**src/rtl/operand_pkg.sv**
```systemverilog
// Shared types and helpers for the operand loader.
//   state_e : loader FSM states
//   OP_*    : default geometry (32-bit elements, 64-bit row beats)
//   elem()  : slice element k out of a default-width row beat
package operand_pkg;

    localparam int unsigned OP_DATA_WIDTH = 32;
    localparam int unsigned OP_BUS_WIDTH  = 64;
    localparam int unsigned OP_MAX_DIM    = OP_BUS_WIDTH / OP_DATA_WIDTH;

    typedef enum logic [1:0] {
        StIdle    = 2'd0,
        StWaitRow = 2'd1,
        StWrite   = 2'd2,
        StDone    = 2'd3
    } state_e;

    function automatic logic [OP_DATA_WIDTH-1:0] elem(
        input logic [OP_BUS_WIDTH-1:0] row,
        input int unsigned             k
    );
        return row[k*OP_DATA_WIDTH +: OP_DATA_WIDTH];
    endfunction

endpackage

```
**src/rtl/operand_row_unpacker.sv**
```systemverilog
// Row capture register with a column-indexed element mux.
//   clk, rst_n : clock, synchronous active-low reset (clears the buffer)
//   load       : capture row_data this cycle
//   row_data   : incoming row beat, element k at [k*DATA_WIDTH +: DATA_WIDTH]
//   col        : element index into the captured row
//   elem       : selected element of the captured row
module operand_row_unpacker
    import operand_pkg::*;
#(
    parameter int unsigned DATA_WIDTH = OP_DATA_WIDTH,
    parameter int unsigned BUS_WIDTH  = OP_BUS_WIDTH,
    parameter int unsigned MAX_DIM    = BUS_WIDTH / DATA_WIDTH,
    parameter int unsigned CNT_WIDTH  = (MAX_DIM > 1) ? $clog2(MAX_DIM) : 1
) (
    input  logic                  clk,
    input  logic                  rst_n,
    input  logic                  load,
    input  logic [BUS_WIDTH-1:0]  row_data,
    input  logic [CNT_WIDTH-1:0]  col,
    output logic [DATA_WIDTH-1:0] elem
);

    logic [BUS_WIDTH-1:0]  buf_q;
    logic [DATA_WIDTH-1:0] elems [MAX_DIM];

    always_ff @(posedge clk) begin
        if (!rst_n) begin
            buf_q <= '0;
        end else if (load) begin
            buf_q <= row_data;
        end
    end

    for (genvar k = 0; k < MAX_DIM; k++) begin : g_elems
        assign elems[k] = buf_q[k*DATA_WIDTH +: DATA_WIDTH];
    end

    assign elem = elems[col];

endmodule

```
**src/rtl/operand_loader.sv**
```systemverilog
// Write-side initiator for the operand register file. Accepts MAX_DIM row
// beats over valid/ready and writes each row out one element per cycle.
//   clk_i, rst_ni : clock, synchronous active-low reset
//   start_i       : begin loading a full MAX_DIM x MAX_DIM matrix (idle only)
//   row_data_i    : row beat, element k at [k*DATA_WIDTH +: DATA_WIDTH]
//   row_valid_i   : row beat valid
//   row_ready_o   : loader waiting for a row
//   mem_we_o      : register file write enable
//   mem_addr_o    : register file write address
//   mem_wdata_o   : register file write data
//   busy_o        : load in progress
//   done_o        : one-cycle pulse after the last element is written
module operand_loader
    import operand_pkg::*;
#(
    parameter int unsigned          DATA_WIDTH = OP_DATA_WIDTH,
    parameter int unsigned          BUS_WIDTH  = OP_BUS_WIDTH,
    parameter int unsigned          ADDR_WIDTH = 32,
    parameter int unsigned          MAX_DIM    = BUS_WIDTH / DATA_WIDTH,
    parameter logic [ADDR_WIDTH-1:0] BASE_ADDR = '0
) (
    input  logic                  clk_i,
    input  logic                  rst_ni,
    input  logic                  start_i,
    input  logic [BUS_WIDTH-1:0]  row_data_i,
    input  logic                  row_valid_i,
    output logic                  row_ready_o,
    output logic                  mem_we_o,
    output logic [ADDR_WIDTH-1:0] mem_addr_o,
    output logic [DATA_WIDTH-1:0] mem_wdata_o,
    output logic                  busy_o,
    output logic                  done_o
);

    localparam int unsigned CntW = (MAX_DIM > 1) ? $clog2(MAX_DIM) : 1;
    localparam logic [CntW-1:0] LastIdx = CntW'(MAX_DIM - 1);

    state_e          state_q, state_d;
    logic [CntW-1:0] row_q, row_d;
    logic [CntW-1:0] col_q, col_d;
    logic            load;
    logic [DATA_WIDTH-1:0] cur_elem;

    operand_row_unpacker #(
        .DATA_WIDTH (DATA_WIDTH),
        .BUS_WIDTH  (BUS_WIDTH),
        .MAX_DIM    (MAX_DIM),
        .CNT_WIDTH  (CntW)
    ) u_unpacker (
        .clk      (clk_i),
        .rst_n    (rst_ni),
        .load     (load),
        .row_data (row_data_i),
        .col      (col_q),
        .elem     (cur_elem)
    );

    always_ff @(posedge clk_i) begin
        if (!rst_ni) begin
            state_q <= StIdle;
            row_q   <= '0;
            col_q   <= '0;
        end else begin
            state_q <= state_d;
            row_q   <= row_d;
            col_q   <= col_d;
        end
    end

    // Next-state: the handshake is qualified by state only, so row_valid_i
    // and row_data_i have no effect outside StWaitRow.
    always_comb begin
        state_d = state_q;
        row_d   = row_q;
        col_d   = col_q;
        load    = 1'b0;
        unique case (state_q)
            StIdle: begin
                if (start_i) begin
                    state_d = StWaitRow;
                    row_d   = '0;
                end
            end
            StWaitRow: begin
                if (row_valid_i) begin
                    load    = 1'b1;
                    col_d   = '0;
                    state_d = StWrite;
                end
            end
            StWrite: begin
                if (col_q == LastIdx) begin
                    col_d = '0;
                    if (row_q == LastIdx) begin
                        state_d = StDone;
                    end else begin
                        row_d   = row_q + 1'b1;
                        state_d = StWaitRow;
                    end
                end else begin
                    col_d = col_q + 1'b1;
                end
            end
            StDone: begin
                state_d = StIdle;
            end
            default: begin
                state_d = StIdle;
            end
        endcase
    end

    // Outputs decode purely from registered state; address wraps in ADDR_WIDTH.
    always_comb begin
        row_ready_o = (state_q == StWaitRow);
        busy_o      = (state_q != StIdle);
        done_o      = (state_q == StDone);
        mem_we_o    = 1'b0;
        mem_addr_o  = '0;
        mem_wdata_o = '0;
        if (state_q == StWrite) begin
            mem_we_o    = 1'b1;
            mem_addr_o  = BASE_ADDR
                        + ADDR_WIDTH'(row_q) * ADDR_WIDTH'(MAX_DIM)
                        + ADDR_WIDTH'(col_q);
            mem_wdata_o = cur_elem;
        end
    end

endmodule
```
**config.mk**
```make
export PLATFORM = sky130hd
export DESIGN_NAME = operand_loader
export DESIGN_NICKNAME = d
export VERILOG_FILES = /design/src/rtl/operand_pkg.sv /design/src/rtl/operand_row_unpacker.sv /design/src/rtl/operand_loader.sv
export SDC_FILE = /design/constraint.sdc
export NUM_CORES = 1
export LEC_CHECK = 0
export CORE_MARGIN = 10
export CORE_UTILIZATION = 40
export DETAILED_ROUTE_END_ITERATION = 12
export PLACE_DENSITY = 0.81
export SYNTH_ARGS = -nofsm -noshare
export SYNTH_HDL_FRONTEND = slang
export SYNTH_SLANG_ARGS = --single-unit
```
**constraint.sdc**
```tcl
create_clock -name clk_i -period 2.2 [get_ports clk_i]
set_input_delay 0.22 -clock clk_i [delete_from_list [all_inputs] [get_ports clk_i]]
set_output_delay 0.22 -clock clk_i [all_outputs]
set_load 0.02 [all_outputs]
```
==> metrics.md <==
| Metric | Value |
|---|---|
| Status | `finished clean` |
| Total track usage | `between 10% and 20%` |
| Pwr dens | `just under 600 nW/um2` |
| Chip Width | `roughly 110 um` |
| Design area | `around 4500 um2` |
| Vias per cell | `around 4.8` |
| Number of synthesized register bits | `slightly below 70` |
| RSZ-0062 raised after global routing | `no` |
| Dpl cell area | `around 4300 um2` |
| Core ar. | `just over 8000 um2` |
| Peak supply drop | `0.0003028 V` |
| Slowest stage cell on the critical path | `clkdlybuf4s50_1` |
| FILL cells | `738` |
| Minimum clock period | `2.062 ns` |
| Most frequent cells in the layout | `103 x clkdlybuf4s50_1, 66 x nand2_1, 66 x dfxtp_1, 60 x nand3_1, 57 x o21ai_0` |
| Synth warn | `0` |
| GPL Wtd Cong | `0.7260` |
| Number of cells on the worst reg-to-reg path | `4` |
| Fin nets | `571` |
| Layout area overhead | `34.83%` |
| First-pass DRT Iterations | `4` |
| CP peak stage delay | `about 0.53 ns` |
| Setup Fix Bufs, Post-CTS | `0` |
| Share of post-route cells with drive strength above 1 | `under 10%` |
| Req. time, crit path | `1.98 ns` |
| Commonest non-fill, non-tap cell in the layout | `clkdlybuf4s50_1` |
| Slew @ Worst Pin | `~0.53 ns` |
| Clock root cell | `clkbuf_8` |
| Post-Syn Area | `roughly 3300 um2` |
| CTS tree | `built` |
| WS Path Type | `reg2out` |
| Post-route ant nets | `0` |
| Hold endpoint | `u_unpacker.buf_q[40]$_SDFFE_PN0P_` |
| Initial antenna violation count | `0` |
| Row cnt | `33` |
| HPWL after DPL | `~6100 um` |
| Startpoint Class | `register` |
| # setup viols final | `0` |
| CP delay by family, top | `buffers and inverters` |
| Post-synth cell types | `26` |
| Clock sinks | `about 70` |
| GRT overflow | `0` |
| Worst Hold Depth | `3` |
| Max Clk Rate | `485.0 MHz` |
| TNS Setup | `0 ns` |
| Mean Syn Cell Area | `7.970 um2` |
| Insertion delay to the later sink of the worst-skew pair | `0.32 ns` |
| Top-Level Pins | `136` |
| Hold path start | `rst_ni` |
| Slew headroom | `between 60 and 70%` |
| Crit-path max FO | `34` |
| Reg clk slew, reported paths | `0.07 ns` |
| Slew Limit Fails | `0` |
| Vias in the first global route | `roughly 2900` |
| Share of the yosys chip area belonging to registers | `41.06%` |
| I/O Buffers | `between 100 and 150` |
| Post-synthesis cell count | `approximately 420` |
| Die area | `around 12000 um2` |
| FF-to-FF setup slack | `about 0.86 ns` |
| Hold_ws | `between 0.4 and 0.5 ns` |
| Worst path arrival time | `~1.8 ns` |
| Worst flop-to-flop path endpoint | `u_unpacker.buf_q[4]$_SDFFE_PN0P_` |
| Final hold violation count | `0` |
| Leakage dissipation | `approximately 1.6 nW` |
| Min-delay worst type | `in2reg` |
| Final cycle utilization of the critical path | `between 90% and 100%` |
| Power, Total | `0.002598 W` |
| Critical Path Source | `state_q[1]$_SDFFE_PN0P_` |
| First-pass GRT wire length | `between 10000 and 15000 um` |
| Antenna diode count | `0` |
| CTS buffer count | `9` |
| Starting density of the core | `between 40 and 50%` |
| Htree depth | `3` |
| Crit path capture type | `output port` |
| CTS Hold Bufs | `0` |
| CP Cell Sequence | `nand2b_1, buf_6, inv_1, and2_1, clkdlybuf4s50_1` |
| Largest net degree at the start of global routing | `130` |
| Finished Layout Cells | `612` |
| Skew final | `between 0.009 and 0.01 ns` |
| Max Cap Viol | `0` |
| Routed WL | `around 8300 um` |
| Via count | `between 2000 and 3000` |
| Wire per inst | `around 14 um` |
| DP Cell Count | `~600` |
| DRC errors left | `0` |
| Max Root-Sink Buffers | `2` |
| Reg2reg start | `state_q[1]$_SDFFE_PN0P_` |
| First-iteration detailed-routing DRC count | `between 150 and 200` |
| Die H | `111.0 um` |
| Worst Path Buf+Inv | `3` |
## cell usage after synthesis
cell / number / area, um2
a21oi_1: 3 / 15.01
clkbuf_1: 7 / 26.28
nand2b_1: 3 / 18.77
and2_1: 2 / 12.51
buf_6: 1 / 11.26
nand3_2: 5 / 50.05
buf_2: 18 / 90.09
nor2_1: 34 / 127.6
nand3b_4: 1 / 20.02
nand3_1: 60 / 300.3
dfxtp_1: 68 / 1361
nand2_1: 66 / 247.7
conb_1: 1 / 3.750
o21a_1: 1 / 7.510
a21boi_0: 1 / 7.510
buf_4: 30 / 225.2
nor3_1: 1 / 5.000
clkbuf_2: 5 / 25.02
buf_1: 4 / 15.01
inv_1: 3 / 11.26
or2_2: 1 / 6.260
mux2i_1: 32 / 320.3
buf_8: 1 / 15.01
o21ai_2: 10 / 87.58
buf_12: 1 / 20.02
o21ai_0: 57 / 285.3
## final cells by class
class | instances | area, um2 | area share, %
clock buffers | 13 | 158.9 | 3.554
clock inverters | 2 | 10.01 | 0.2239
inverters | 3 | 11.26 | 0.2519
multi-input cells | 307 | 1624 | 36.33
flip-flops and latches | 68 | 1366 | 30.56
well taps | 105 | 131.4 | 2.939
repair buffers | 114 | 1169 | 26.14
## layer usage
| metal | GRT usage [%] | part of all wire, % | up-vias |
|---|---|---|---|
| met5 | 0 | 0 | - |
| met2 | 21.82 | 49 | 77 |
| met4 | 4.027 | 0.29 | 0 |
| met1 | 14.53 | 44 | 1335 |
| li1 | - | - | 1507 |
| met3 | 4.978 | 6.7 | 2 |
## cell families (layout without fill, tap and decap cells)
kind of cell,Yosys count,in the layout,synth area share (%)
buffers and inverters,70,132,13.25
other,1,30,0.1131
AO/OA/AOI/OAI,72,72,12.15
flip-flops,68,68,41.06
AND/OR/NAND/NOR,173,173,23.77
multiplexers,32,32,9.660
## sequential cells by signal, summed over array words and instances, names as in the netlist
name / flops
row_q: 1
u_unpacker.buf_q: 64
state_q: 2
col_q: 1
## power breakdown
group / leakage [nW] / total, W / switching, W / internal, W
clock network: 0.0893 / 0.000871 / 0.000409 / 0.000462
registers: 0.553 / 0.00131 / 0.0000293 / 0.00128
logic: 0.966 / 0.000416 / 0.000220 / 0.000196
## tightest hold or removal path, delay by kind of cell
kind                   cells  cell delay (ns)
and+or+nand+nor            1             0.12
buffers and inverters      1             0.27
AOI/OAI and AO/OA          1             0.06
## stage by stage
step	utilization, %	setup WS [ns]
floorplan	-	0.8563
global placement	52.81	0.4075
detailed placement	52.81	0.3186
CTS	54.91	0.04510
global route	54.96	0.02022
finish	54.96	0.1383
## worst max path at each step
stage                                 end  slack (ns)  cells past startpoint
after floorplan           mem_wdata_o[10]        0.86                      4
after global placement      mem_addr_o[1]        0.41                      5
after detailed placement    mem_addr_o[0]        0.32                      4
after CTS                   mem_addr_o[1]        0.05                      5
after global routing        mem_addr_o[1]        0.02                      5
final                       mem_addr_o[1]        0.14                      5
## what timing repair did
action | CTS | global route
pin swaps | 0 | 0
endpoints found under the setup margin | 2 | 25
gates resized for setup | 2 | 2
Power figures use the tool's default switching activity.
